[config.mk]
export PLATFORM = sky130hd
export DESIGN_NAME = motion_frame_accumulator
export DESIGN_NICKNAME = d
export VERILOG_FILES = /design/src/rtl/motion_pkg.sv /design/src/rtl/motion_frame_accumulator.sv
export SDC_FILE = /design/constraint.sdc
export NUM_CORES = 1
export LEC_CHECK = 0
export ABC_AREA = 1
export BUFFER_PORTS_ARGS = -buffer_cell sky130_fd_sc_hd__buf_2
export CAP_MARGIN = 20
export CELL_PAD_IN_SITES_DETAIL_PLACEMENT = 0
export CELL_PAD_IN_SITES_GLOBAL_PLACEMENT = 2
export CORE_MARGIN = 2
export CORE_UTILIZATION = 34
export DETAILED_ROUTE_END_ITERATION = 7
export PLACE_DENSITY = 0.89
export SYNTH_ARGS = -nofsm -noshare
export SYNTH_HDL_FRONTEND = slang
export SYNTH_SLANG_ARGS = --single-unit
[constraint.sdc]
create_clock -name clk -period 2.35 [get_ports clk]
set_clock_uncertainty 0.15 [all_clocks]
set_input_delay 0.47 -clock clk [delete_from_list [all_inputs] [get_ports clk]]
set_output_delay 0.47 -clock clk [all_outputs]
set_load 0.05 [all_outputs]
[src/rtl/motion_pkg.sv]
// ============================================================================
// Module : motion_pkg
// Brief  : Shared state encoding and default frame geometry for the motion
//          frame accumulator.
// Rev    : 1.0 - initial release
// ============================================================================
`default_nettype none

package motion_pkg;

  typedef enum logic [0:0] {WAIT_SOF, ACCUM} acc_state_t;

  localparam int FRAME_WIDTH             = 320;
  localparam int FRAME_HEIGHT            = 240;
  localparam int DEFAULT_FRAME_PIXELS    = FRAME_WIDTH * FRAME_HEIGHT;
  localparam int DEFAULT_PIXEL_THRESHOLD = 500;

endpackage

`default_nettype wire

[src/rtl/motion_frame_accumulator.sv]
// ============================================================================
// Module : motion_frame_accumulator
// Brief  : Counts motion pixels per frame, publishes a thresholded verdict over
//          a valid/ack handshake and flags short frames and lost sof.
// Rev    : 1.0 - initial release
// ============================================================================
`default_nettype none

module motion_frame_accumulator
  import motion_pkg::*;
#(
  parameter int FRAME_PIXELS    = DEFAULT_FRAME_PIXELS,
  parameter int PIXEL_THRESHOLD = DEFAULT_PIXEL_THRESHOLD,
  localparam int CNT_W          = $clog2(FRAME_PIXELS + 1)
) (
  input  logic             clk,
  input  logic             reset,
  input  logic             valid_data,
  input  logic             frame_difference,
  input  logic             sof,
  input  logic             result_ack,
  output logic             result_valid,
  output logic             motion_detected,
  output logic [CNT_W-1:0] motion_count,
  output logic             frame_overrun,
  output logic             short_frame,
  output logic             sync_err
);

  acc_state_t       state, state_nxt;
  logic [CNT_W-1:0] pix_cnt, pix_nxt, pix_inc;
  logic [CNT_W-1:0] mot_cnt, mot_nxt, mot_inc;
  logic             done, short_nxt, sync_nxt;

  always_comb begin
    state_nxt = state;
    pix_nxt   = pix_cnt;
    mot_nxt   = mot_cnt;
    done      = 1'b0;
    short_nxt = 1'b0;
    sync_nxt  = 1'b0;
    pix_inc   = pix_cnt + 1'b1;
    mot_inc   = mot_cnt + CNT_W'(frame_difference);

    if (valid_data) begin
      if (state == WAIT_SOF || pix_cnt == '0) begin
        // Frame boundary: only an sof pixel may open a frame.
        if (sof) begin
          state_nxt = ACCUM;
          pix_nxt   = CNT_W'(1);
          mot_nxt   = CNT_W'(frame_difference);
        end else if (state == ACCUM) begin
          sync_nxt  = 1'b1;
          state_nxt = WAIT_SOF;
        end
      end else if (sof) begin
        short_nxt = 1'b1;
        pix_nxt   = CNT_W'(1);
        mot_nxt   = CNT_W'(frame_difference);
      end else if (pix_inc == CNT_W'(FRAME_PIXELS)) begin
        done    = 1'b1;
        pix_nxt = '0;
        mot_nxt = '0;
      end else begin
        pix_nxt = pix_inc;
        mot_nxt = mot_inc;
      end
    end
  end

  always_ff @(posedge clk or negedge reset) begin
    if (!reset) begin
      state           <= WAIT_SOF;
      pix_cnt         <= '0;
      mot_cnt         <= '0;
      result_valid    <= 1'b0;
      motion_detected <= 1'b0;
      motion_count    <= '0;
      frame_overrun   <= 1'b0;
      short_frame     <= 1'b0;
      sync_err        <= 1'b0;
    end else begin
      state         <= state_nxt;
      pix_cnt       <= pix_nxt;
      mot_cnt       <= mot_nxt;
      short_frame   <= short_nxt;
      sync_err      <= sync_nxt;
      frame_overrun <= done && result_valid && !result_ack;
      if (done) begin
        // mot_inc already includes the completing pixel.
        result_valid    <= 1'b1;
        motion_count    <= mot_inc;
        motion_detected <= 32'(mot_inc) >= 32'(PIXEL_THRESHOLD);
      end else if (result_ack) begin
        result_valid <= 1'b0;
      end
    end
  end

endmodule

`default_nettype wire

After elaboration in Yosys (flattened, before gate mapping)
Index checks and enable logic that the tools add are counted.
{"block": "op_classes", "n_lt_le_gt_ge": 1, "addsub": 2, "eq_ne": 2, "n_mux": 21, "bitwise_logic": 1, "reduce_logical": 8}
{"cell": "2-to-1 mux 17 bit", "count": 8}
{"cell": "adder 17 x 1 -> 17 bit", "count": 1}
{"cell": "adder 17 x 1 -> 17 bit, second input constant", "count": 1}
{"cell": "== test 17 bit, second input constant", "count": 1}
{"cell": "greater-or-equal comparator 17 x 9 -> 1 bit, second input constant", "count": 1}
{"cell": "logical NOT 17 bit", "count": 1}
{"cell": "2-to-1 mux 1 bit", "count": 13}
{"cell": "AND reduction 2 bit", "count": 2}
{"cell": "logical AND 1 bit", "count": 2}
{"cell": "inequality test 2 bit, second input constant", "count": 1}
{"cell": "nonzero test 2 bit", "count": 1}
{"cell": "logical NOT 1 bit", "count": 1}
{"cell": "logical OR 1 bit", "count": 1}
{"cell": "inverter 1 bit", "count": 1}
{"block": "word_totals", "ff_bits": 57, "elab_cells": 44, "out_inout_bits": 22}

Longest topological paths before layout
Gate-level depths: netlist of run 1.
{"block": "depth", "depth_word": 8, "ltp_mapped": 14}

Worst setup path before layout of run 1
No wires, ideal clock.
{"block": "synth_path", "kind": "input to register", "from": "in frame_difference", "to": "reg motion_detected", "setup_time_ns": 0.116, "setup_slack_ns": 0.281, "required_time_ns": 2.084, "stages": 13, "arrival_time_ns": 1.803, "path_buffers": 0, "path_cell_list": "ha_1 -> ha_1 -> nand3_1 -> nor2_1 -> nand2_1 -> nor2_1 -> nand4_1 -> nand2_1 -> nand2_1 -> nor2_1 -> nand2_1 -> nor2_1 -> nor2_1"}
{"block": "synth_via", "elab_chain_len": 2}
{"element": "from (decl)", "line_no": "motion_frame_accumulator.sv:19", "source": "input logic frame_difference,"}
{"element": "adder 17 x 1 -> 17 bit", "line_no": "motion_frame_accumulator.sv:43", "source": "mot_inc = mot_cnt + CNT_W'(frame_difference);"}
{"element": "greater-or-equal comparator 17 x 9 -> 1 bit", "line_no": "motion_frame_accumulator.sv:93", "source": "motion_detected <= 32'(mot_inc) >= 32'(PIXEL_THRESHOLD);"}
{"element": "to (signal assigned)", "line_no": "motion_frame_accumulator.sv:93"}
{"element": "to (decl)", "line_no": "motion_frame_accumulator.sv:23", "source": "output logic motion_detected,"}
Every way passes these cells.
A chain may end at the register's enable or synchronous reset.

Worst setup path after layout of run 1
{"block": "layout_path", "from": "reg pix_cnt[1]", "to": "reg motion_count[0]"}
{"block": "layout_via", "elab_chain_len": 6, "elab_cells_between_ends": 8, "classes_between": "add/sub (1); eq/ne (1); mux (4); reduce/logical (2)"}
{"element": "from (decl)", "line_no": "motion_frame_accumulator.sv:31", "source": "logic [CNT_W-1:0] pix_cnt, pix_nxt, pix_inc;"}
{"element": "from (signal assigned)", "line_no": "motion_frame_accumulator.sv:84", "source": "pix_cnt <= pix_nxt;"}
{"element": "adder 17 x 1 -> 17 bit", "line_no": "motion_frame_accumulator.sv:42", "source": "pix_inc = pix_cnt + 1'b1;"}
{"element": "== test 17 bit", "line_no": "motion_frame_accumulator.sv:60", "source": "end else if (pix_inc == CNT_W'(FRAME_PIXELS)) begin"}
{"element": "2-to-1 mux 1 bit", "line_no": "motion_frame_accumulator.sv:60"}
{"element": "2-to-1 mux 1 bit", "line_no": "motion_frame_accumulator.sv:56", "source": "end else if (sof) begin"}
{"element": "2-to-1 mux 1 bit *", "line_no": "motion_frame_accumulator.sv:46", "source": "if (state == WAIT_SOF || pix_cnt == '0) begin"}
{"element": "2-to-1 mux 1 bit *", "line_no": "motion_frame_accumulator.sv:45", "source": "if (valid_data) begin"}
{"element": "to (signal assigned)", "line_no": "motion_frame_accumulator.sv:92", "source": "motion_count <= mot_inc;"}
{"element": "to (decl)", "line_no": "motion_frame_accumulator.sv:24", "source": "output logic [CNT_W-1:0] motion_count,"}
Every way passes the cells marked *; elsewhere a longest branch is shown, timed or not.

==> results of run 1 <==
-- cell usage after synthesis (4+ instances only) --
cell type  instances  area [um^2]
nor3_1             9         45.0
a21oi_1            4         20.0
nand3_1           39          195
nor2_1            44          165
clkbuf_1           5         18.8
inv_1             58          218
ha_1               4         50.1
nand2_2            6         37.5
o21ai_1           25          125
nand4_1           11         68.8
nand2_1          112          420
dfrtp_1           57         1430
o22ai_1           14         87.6
nor2_2             5         31.3
xor2_1             9         78.8
o21ai_0           12         60.1
-- cell families (layout without fill, tap and decap cells) --
| logic type | Yosys count | in the layout | share of synthesized area (%) |
|---|---|---|---|
| simple gates | 242 | 242 | 33.8 |
| flops | 57 | 57 | 44.0 |
| fa+ha+maj | 4 | 4 | 1.54 |
| xor+xnor | 9 | 9 | 2.43 |
| buf+inv | 70 | 135 | 8.65 |
| compound gates | 57 | 57 | 9.61 |
-- power by group through the flow --
stage	Sequential, mW	Clock, mW	Combinational (mW)
floorplan	1.06	0	0.151
finish	1.05	1.08	0.322
detailed placement	1.05	0	0.290
global placement	1.05	0	0.287
global route	1.05	1.13	0.356
CTS	1.03	1.10	0.293
-- worst max-delay path: stages, from the launching register on --
cell,delay [ns]
dfrtp_1,0.41
buf_6,0.13
nand2_4,0.04
nor2_4,0.22
nand2_1,0.08
nand2_1,0.08
nand3b_1,0.14
nor2_1,0.13
nand3_1,0.11
nor2_4,0.17
nand3_4,0.16
buf_12,0.18
o21ai_1,0.10
inv_1,0.05
-- registers in the layout, indices dropped and copies added (netlist names) --
signal,count
pix_cnt,17
result_valid,1
short_frame,1
motion_detected,1
motion_count,17
sync_err,1
frame_overrun,1
state,1
mot_cnt,17
-- what timing repair did --
action                                  in CTS  in global routing
hold endpoints to repair                    57                  0
buffers inserted                             0                  2
endpoints found under the setup margin       0                 40
hold buffers                                 1                  0
gates resized for setup                      0                 47
-- routing by layer --
metal | wire length [um] | part of all wire (%) | GRT usage (%)
met1 | 4590 | 49 | 28.4
met2 | 4100 | 44 | 28.1
met3 | 577 | 6.1 | 3.59
met4 | 132 | 1.4 | 6.44
met5 | 0 | 0 | 0
-- cell usage in the layout, fill, tap and decap left out, drive strengths merged, types with 11 or more instances in the layout --
master,count
buf,55
clkbuf,11
dfrtp,57
inv,62
nand2,118
nand3,42
nand4,11
nor2,52
o21ai,38
o22ai,14
-- worst max path at each step --
stage                                start                           to  slack (ns)
floorplan                 frame_difference  motion_detected$_DFFE_PN0P_        0.28
finish              pix_cnt[1]$_DFFE_PN0P_  motion_count[0]$_DFFE_PN0P_        0.08
global placement          frame_difference  motion_detected$_DFFE_PN0P_       0.002
CTS                 pix_cnt[0]$_DFFE_PN0P_  motion_count[0]$_DFFE_PN0P_        0.06
detailed placement        frame_difference  motion_detected$_DFFE_PN0P_       -0.05
global route        pix_cnt[1]$_DFFE_PN0P_       mot_cnt[6]$_DFFE_PN0P_       -0.04
-- area by class of cell --
class                           count  area, um^2  area share, %
Multi-Input combinational cell    312        1690           40.2
Sequential cell                    57        1430           34.1
Timing Repair Buffer               58         454           10.8
Inverter                           61         231           5.52
Tap cell                          129         161           3.85
Clock buffer                        9         124           2.96
Clock inverter                      7         104           2.48
==> results.txt, run 1 <==
Sw Share = 28.9%
Library cells used by synthesis = 28
Share of layout cells above drive strength 1 = 25.2%
Row count = 35
Yosys warns = 0
Pwr per Cell Area = 584 mW/mm^2
Final core occ = 45.3%
Mapped Area = 0.00324 mm^2
Int Pwr = 1.74 mW
Syn nets = 449
CTS max path bufs = 2
Post-route insts no fill = 633
First-pass GRT wire length = 15.2 mm
Placed cell area = 0.00372 mm^2
Hold Crit Class = in2reg
Placer Congestion = 0.871
Ys async rst share = 100%
Max IR drop VDD = 0.255 mV
Max-Cap Viols = 0
Clk slew on worst S/H paths = 0.08 ns
Num CTS Buffers = 9
Hold Crit Depth = 4
Detailed Routing Iterations Pass 1 = 4
CTS tree = built
CP Max Fanout = 6
Die Height = 102 um
Maximum clock frequency = 440 MHz
CP startpoint kind = flip-flop
Final Cycle Share = 96.6%
Hold path startpoint = result_ack
DP Wirelength = 6.68 mm
# setup viols final = 0
Die X-Extent = 102 um
Clk sinks = 57
Initial antenna violation count = 0
Largest net degree at the start of global routing = 58
Leakage power = 1.98 nW
Final WL = 9.41 mm
Seq/Total Area, Yosys = 44.0%
H-tree levels = 3
Max_slew headroom = 70.7%
IO Pins = 28
Nets@finish = 509
Port bufs = 27
Worst R2R Setup Slack = 0.08 ns
Starting DRC count in detailed routing = 160
Worst Hold End = frame_overrun$_DFF_PN0_
Initial Util = 35.1%
Final ANT Viol Nets = 0
CP required = 2.45 ns
Reg2reg path depth = 13
Sequential share of power = 42.8%
Logic pwr share = 13.2%
DIE AREA = 0.0103 mm^2
Synth Flop Type = dfrtp_1
Total Power = 2.45 mW
GR Overflow Total = 0
Post-DR wirelength/cell = 14.9 um
Fill cell count = 919
Data arrival, critical path = 2.37 ns
Vias in the first global route = 3009
Critical path class = reg2reg
Pre-CTS WS = -0.0491 ns
Setup tns final = 0 ns
RSZ-0062 raised after global routing = yes
Final setup margin = 0.0789 ns
Number of synthesized register bits = 57
Reg2reg start = pix_cnt[1]$_DFFE_PN0P_
Clock share of power = 44.1%
Clock tree root driver cell = clkbuf_8
Avg Cell Area, Syn = 7.38 um^2
Switching pwr = 706 uW
Post-synth EDFFs = 0
Final Hold Fails = 0
Pins over their slew limit = 0
Status = completed
DR DRC count = 0
Reg-to-reg endpoint = motion_count[0]$_DFFE_PN0P_
Placed Cells incl. Taps = 612
Later-pin clock latency in the skew report = 0.35 ns
Tightest Pin Transition = 0.436 ns
Worst Setup End Kind = flip-flop
Via count = 3149
Core area = 0.00924 mm^2
Tmin final = 2.27 ns
Diode count = 0
Hold_ws = 0.204 ns
GRT Overall Usage = 19.2%
Design Area, Final = 0.00419 mm^2
Via density = 4.97
Instance count of the mapped netlist = 439
Area grow syn2layout = 29.3%
Power figures use the tool's default switching activity.
==> inputs of run 2 (changes only) <==
--- a/config.mk
+++ b/config.mk
@@ -8,12 +8,11 @@
 export ABC_AREA = 1
 export BUFFER_PORTS_ARGS = -buffer_cell sky130_fd_sc_hd__buf_2
 export CAP_MARGIN = 20
-export CELL_PAD_IN_SITES_DETAIL_PLACEMENT = 0
-export CELL_PAD_IN_SITES_GLOBAL_PLACEMENT = 2
 export CORE_MARGIN = 2
-export CORE_UTILIZATION = 34
+export CORE_UTILIZATION = 55
 export DETAILED_ROUTE_END_ITERATION = 7
-export PLACE_DENSITY = 0.89
+export PLACE_DENSITY = 0.85
+export SLEW_MARGIN = 10
 export SYNTH_ARGS = -nofsm -noshare
 export SYNTH_HDL_FRONTEND = slang
 export SYNTH_SLANG_ARGS = --single-unit
==> results.txt, run 2 (synthesized netlist as in run 1, its figures left out) <==
Tightest Pin Transition = 0.551 ns (was 0.436 ns)
CP required = 2.44 ns (was 2.45 ns)
Clk sinks = 57 (unchanged)
Core area = 0.00561 mm^2 (was 0.00924 mm^2)
Num CTS Buffers = 9 (unchanged)
Vias in the first global route = 2897 (was 3009)
Placed cell area = 0.00355 mm^2 (was 0.00372 mm^2)
Final Hold Fails = 0 (unchanged)
Die X-Extent = 80.8 um (was 102 um)
DR DRC count = 0 (unchanged)
Share of layout cells above drive strength 1 = 20.6% (was 25.2%)
CTS max path bufs = 2 (unchanged)
Port bufs = 27 (unchanged)
GRT Overall Usage = 27.6% (was 19.2%)
Worst R2R Setup Slack = -0.005 ns (was 0.08 ns)
CP Launch Point = pix_cnt[0]$_DFFE_PN0P_ (was pix_cnt[1]$_DFFE_PN0P_)
First-pass GRT wire length = 13.6 mm (was 15.2 mm)
DIE AREA = 0.00652 mm^2 (was 0.0103 mm^2)
Design Area, Final = 0.00398 mm^2 (was 0.00419 mm^2)
Pwr per Cell Area = 602 mW/mm^2 (was 584 mW/mm^2)
Post-DR wirelength/cell = 15.8 um (was 14.9 um)
GR Overflow Total = 0 (unchanged)
H-tree levels = 3 (unchanged)
Data arrival, critical path = 2.44 ns (was 2.37 ns)
Leakage power = 1.93 nW (was 1.98 nW)
Fill cell count = 437 (was 919)
Pins over their slew limit = 0 (unchanged)
Placed Cells incl. Taps = 544 (was 612)
Clock tree root driver cell = clkbuf_8 (unchanged)
Later-pin clock latency in the skew report = 0.34 ns (was 0.35 ns)
Critical path class = reg2reg (unchanged)
CP startpoint kind = flip-flop (unchanged)
Placer Congestion = 0.985 (was 0.871)
Commonest non-fill, non-tap cells in the layout = nand2_1, inv_1, dfrtp_1, nor2_1, nand3_1 (unchanged)
Final ANT Viol Nets = 0 (unchanged)
Row count = 27 (was 35)
Reg-to-reg endpoint = motion_count[0]$_DFFE_PN0P_ (unchanged)
Starting DRC count in detailed routing = 430 (was 160)
Hold_ws = 0.214 ns (was 0.204 ns)
Largest net degree at the start of global routing = 33 (was 58)
Max IR drop VDD = 0.611 mV (was 0.255 mV)
Failing checks = setup timing
Post-route insts no fill = 571 (was 633)
# setup viols final = 1 (was 0)
Reg2reg path depth = 13 (unchanged)
Nets@finish = 504 (was 509)
Hold Crit Class = in2reg (unchanged)
Clk slew on worst S/H paths = 0.07 ns (was 0.08 ns)
Worst Setup End Kind = flip-flop (unchanged)
Max-Cap Viols = 0 (unchanged)
Final WL = 9.04 mm (was 9.41 mm)
DP Wirelength = 6.07 mm (was 6.68 mm)
Detailed Routing Iterations Pass 1 = 6 (was 4)
Pre-CTS WS = 0.0382 ns (was -0.0491 ns)
Final setup margin = -0.00485 ns (was 0.0789 ns)
Initial Util = 57.8% (was 35.1%)
Final core occ = 71.0% (was 45.3%)
Initial antenna violation count = 0 (unchanged)
Via density = 5.80 (was 4.97)
CP Max Fanout = 8 (was 6)
Final Cycle Share = 100% (was 96.6%)
Reg2reg start = pix_cnt[0]$_DFFE_PN0P_ (was pix_cnt[1]$_DFFE_PN0P_)
Die Height = 80.8 um (was 102 um)
Status = complete, but fails checks (was completed)
IO Pins = 28 (unchanged)
Area grow syn2layout = 22.8% (was 29.3%)
RSZ-0062 raised after global routing = yes (unchanged)
Commonest non-fill, non-tap cell in the layout = nand2_1 (unchanged)
CP endpoint = motion_count[0]$_DFFE_PN0P_ (unchanged)
Maximum clock frequency = 425 MHz (was 440 MHz)
Via count = 3312 (was 3149)
Max_slew headroom = 63.2% (was 70.7%)
Regs by FF count = mot_cnt x17, motion_count x17, pix_cnt x17 (unchanged)
Tmin final = 2.35 ns (was 2.27 ns)
Diode count = 0 (unchanged)
CTS tree = built (unchanged)
==> run 2: critical path, stage by stage (launching register included) <==
cell	delay [ns]
dfrtp_1	0.43
ha_4	0.19
nand3_4	0.10
nor2_4	0.16
nand2_1	0.10
nor2_1	0.16
nand2_1	0.07
nand2_1	0.07
nand2_1	0.09
nor2_2	0.23
nand3_4	0.15
buf_12	0.17
o21ai_1	0.12
inv_1	0.06
==> run 2: how the worst min path moves through the flow <==
stage,slack (ns),end,cells after the start,from
2_1_floorplan,0.02,frame_overrun$_DFF_PN0_,0,reset
3_3_place_gp,0.32,motion_count[1]$_DFFE_PN0P_,2,motion_count[1]$_DFFE_PN0P_
3_5_place_dp,0.32,motion_count[6]$_DFFE_PN0P_,2,motion_count[6]$_DFFE_PN0P_
4_1_cts,0.22,frame_overrun$_DFF_PN0_,4,result_ack
5_1_grt,0.26,frame_overrun$_DFF_PN0_,4,result_ack
6_report,0.21,frame_overrun$_DFF_PN0_,4,result_ack
==> run 2: metrics by stage <==
step	total power, mW	TNS (ns)
floorplan	1.21	0
global placement	1.31	0
detailed placement	1.32	0
CTS	2.35	0
global route	2.47	-0.728
finish	2.40	-0.00485
==> run 2: where the power goes <==
group	switching, mW	internal, mW	leakage [nW]	total [mW]
clock	0.417	0.624	0.113	1.04
combinational	0.202	0.107	1.06	0.309
sequential	0.0375	1.01	0.756	1.05
==> run 2: layout make-up <==
class / instances / area (um^2) / area share [%]
multi-input cells: 312 / 1610 / 40.4
clock inverters: 5 / 78.8 / 1.98
flip-flops and latches: 57 / 1430 / 35.9
well taps: 72 / 90.1 / 2.26
repair inverters: 1 / 7.51 / 0.189
clock buffers: 11 / 141 / 3.55
inverters: 61 / 233 / 5.85
repair buffers: 52 / 393 / 9.87
==> run 2: what timing repair did <==
action,4_1_cts,5_1_grt
setup endpoints to repair,0,42
buffers inserted,0,7
hold buffers,1,0
resized for setup,0,24
hold endpoints to repair,19,0
==> run 2: layer usage <==
metal / wire, um / GRT usage, % / part of all wire, % / up-vias
met4: 243 / 12.5 / 2.7 / 0
met2: 4120 / 41.0 / 46 / 210
li1: - / - / - / 1545
met1: 3850 / 39.8 / 43 / 1529
met3: 834 / 4.67 / 9.2 / 28
met5: 0 / 0 / 0 / -
==> inputs of run 3 (changes only) <==
--- a/config.mk
+++ b/config.mk
@@ -8,7 +8,7 @@
 export ABC_AREA = 1
 export BUFFER_PORTS_ARGS = -buffer_cell sky130_fd_sc_hd__buf_2
 export CAP_MARGIN = 20
-export CORE_MARGIN = 2
+export CORE_MARGIN = 1.5
 export CORE_UTILIZATION = 55
 export DETAILED_ROUTE_END_ITERATION = 7
 export PLACE_DENSITY = 0.85
==> constraint.sdc (replaced) <==
create_clock -name clk -period 2.55 [get_ports clk]
set_clock_uncertainty 0.15 [all_clocks]
set_input_delay 0.51 -clock clk [delete_from_list [all_inputs] [get_ports clk]]
set_output_delay 0.51 -clock clk [all_outputs]
set_load 0.05 [all_outputs]
==> results.txt, run 3 (synthesized netlist as in run 1, its figures left out) <==
Status = completed (was complete, but fails checks)
CP startpoint kind = flip-flop (unchanged)
H-tree levels = 3 (unchanged)
Share of layout cells above drive strength 1 = 15.5% (was 20.6%)
CTS tree = built (unchanged)
Hold_ws = 0.0274 ns (was 0.214 ns)
Area of the multi-input gates = 0.00155 mm^2 (was 0.00161 mm^2)
Reg-to-reg endpoint = motion_count[7]$_DFFE_PN0P_ (was motion_count[0]$_DFFE_PN0P_)
DR DRC count = 0 (unchanged)
Max_slew headroom = 58.9% (was 63.2%)
DIE AREA = 0.00636 mm^2 (was 0.00652 mm^2)
Final Hold Fails = 0 (unchanged)
Post-DR wirelength/cell = 14.5 um (was 15.8 um)
Via density = 5.62 (was 5.80)
Row count = 27 (unchanged)
Leakage power = 1.82 nW (was 1.93 nW)
Clk sinks = 57 (unchanged)
IO Pins = 28 (unchanged)
Hold Crit Class = in2async (was in2reg)
Maximum clock frequency = 430 MHz (was 425 MHz)
Placer Congestion = 0.995 (was 0.985)
Largest net degree at the start of global routing = 28 (was 33)
Pins over their slew limit = 0 (unchanged)
Reg2reg start = pix_cnt[0]$_DFFE_PN0P_ (unchanged)
DP Wirelength = 5.85 mm (was 6.07 mm)
Most frequent CP cell = nand2_1 (unchanged)
Tightest Pin Transition = 0.617 ns (was 0.551 ns)
Die Height = 79.8 um (was 80.8 um)
Area grow syn2layout = 15.2% (was 22.8%)
Fill cell count = 500 (was 437)
CP max stage delay = 0.39 ns (was 0.43 ns)
Pwr per Cell Area = 565 mW/mm^2 (was 602 mW/mm^2)
Clock share of power = 43.4% (about the same)
Tmin final = 2.32 ns (was 2.35 ns)
Via count = 3118 (was 3312)
Placed Cells incl. Taps = 539 (was 544)
Regs by FF count = mot_cnt x17, motion_count x17, pix_cnt x17 (unchanged)
CP Launch Point = pix_cnt[0]$_DFFE_PN0P_ (unchanged)
Diode count = 0 (unchanged)
Logic pwr share = 11.2% (was 12.9%)
Post-CTS Hold Buffers = 0 (was 1)
# setup viols final = 0 (was 1)
FF+latch area = 0.00143 mm^2 (about the same)
Initial antenna violation count = 0 (unchanged)
Vias in the first global route = 2914 (was 2897)
Commonest non-fill, non-tap cell in the layout = nand2_1 (unchanged)
Clk slew on worst S/H paths = 0.06 ns (was 0.07 ns)
Worst Setup End Kind = flip-flop (unchanged)
Worst R2R Setup Slack = 0.23 ns (was -0.005 ns)
GR Overflow Total = 0 (unchanged)
Data arrival, critical path = 2.41 ns (was 2.44 ns)
Pre-CTS WS = 0.104 ns (was 0.0382 ns)
Commonest non-fill, non-tap cells in the layout = nand2_1, inv_1, dfrtp_1, nor2_1, nand3_1 (unchanged)
Post-route insts no fill = 555 (was 571)
Critical path class = reg2reg (unchanged)
Final ANT Viol Nets = 0 (unchanged)
First-pass GRT wire length = 13.4 mm (was 13.6 mm)
Later-pin clock latency in the skew report = 0.34 ns (about the same)
Max IR drop VDD = 0.451 mV (was 0.611 mV)
CP Max Fanout = 24 (was 8)
Critical path, cell by cell = ha_1 -> nand3_2 -> nor2_4 -> nand2_1 -> nand2_1 -> nand2_1 -> nor2_1 -> nand3_1 -> nor2_4 -> nand3_4 -> buf_12 -> o21ai_1 -> inv_1 (was ha_4 -> nand3_4 -> nor2_4 -> nand2_1 -> nor2_1 -> nand2_1 -> nand2_1 -> nand2_1 -> nor2_2 -> nand3_4 -> buf_12 -> o21ai_1 -> inv_1)
Port bufs = 27 (unchanged)
Max-Cap Viols = 0 (unchanged)
Postcts setup bufs = 0 (unchanged)
Final WL = 8.07 mm (was 9.04 mm)
Reg2reg path depth = 13 (unchanged)
Die X-Extent = 79.8 um (was 80.8 um)
Sw Share = 26.5% (was 27.4%)
Clock tree root driver cell = clkbuf_8 (unchanged)
Nets@finish = 488 (was 504)
Final setup margin = 0.227 ns (was -0.00485 ns)
Final Cycle Share = 91.1% (was 100%)
Core area = 0.00561 mm^2 (unchanged)
GRT Overall Usage = 27.9% (was 27.6%)
Initial Util = 57.8% (unchanged)
CTS resizes = 0 (unchanged)
Num CTS Buffers = 9 (unchanged)
Switching pwr = 558 uW (was 656 uW)
CTS max path bufs = 2 (unchanged)
Sequential share of power = 45.4% (was 43.7%)
Int Pwr = 1.55 mW (was 1.74 mW)
CP required = 2.64 ns (was 2.44 ns)
Detailed Routing Iterations Pass 1 = 5 (was 6)
Starting DRC count in detailed routing = 262 (was 430)
CP max stage cell = dfrtp_1 (unchanged)
-- run 3: power groups by stage --
stage	Sequential (mW)	Clock [mW]	Combinational, mW
after floorplan	0.978	0	0.139
after global placement	0.972	0	0.225
after detailed placement	0.973	0	0.231
after CTS	0.957	0.923	0.233
after global routing	0.961	0.966	0.258
final	0.957	0.916	0.236
-- run 3: worst max-delay path by stage --
| stage | end | cells past startpoint |
|---|---|---|
| 6_report | motion_count[7]$_DFFE_PN0P_ | 13 |
| 3_5_place_dp | motion_detected$_DFFE_PN0P_ | 14 |
| 4_1_cts | pix_cnt[10]$_DFFE_PN0P_ | 10 |
| 5_1_grt | motion_count[9]$_DFFE_PN0P_ | 12 |
| 3_3_place_gp | motion_detected$_DFFE_PN0P_ | 14 |
| 2_1_floorplan | motion_detected$_DFFE_PN0P_ | 13 |
-- run 3: layout make-up --
| cell class | instances | area share (%) |
|---|---|---|
| Multi-Input combinational cell | 312 | 41.6 |
| Sequential cell | 57 | 38.2 |
| Inverter | 61 | 6.20 |
| Timing Repair Buffer | 37 | 5.97 |
| Clock buffer | 10 | 3.42 |
| Tap cell | 72 | 2.41 |
| Clock inverter | 6 | 2.21 |
-- run 3: critical path, delay by kind of cell, from the launching register on --
| kind | cells | cell delay (ns) |
|---|---|---|
| buffers and inverters | 2 | 0.25 |
| DFF | 1 | 0.39 |
| adders and majority gates | 1 | 0.21 |
| and+or+nand+nor | 9 | 1.09 |
| AOI/OAI and AO/OA | 1 | 0.12 |
-- run 3: per-layer routing --
metal / track usage (%) / wire length (um) / up-vias / part of all wire, %
li1: - / - / 1507 / -
met1: 38.3 / 3640 / 1469 / 45
met2: 42.2 / 3650 / 125 / 45
met3: 6.06 / 615 / 17 / 7.6
met4: 12.8 / 171 / 0 / 2.1
met5: 0 / 0 / - / 0
-- run 3: metrics by stage --
stage / instance area (um^2) / util, % / TNS [ns] / power (mW)
6_report: 3730 / 66.6 / 0 / 2.11
5_1_grt: 3730 / 66.6 / -0.00533 / 2.19
4_1_cts: 3710 / 66.2 / 0 / 2.11
3_5_place_dp: 3500 / 62.5 / 0 / 1.20
3_3_place_gp: 3500 / 62.5 / 0 / 1.20
2_1_floorplan: 3240 / - / 0 / 1.12
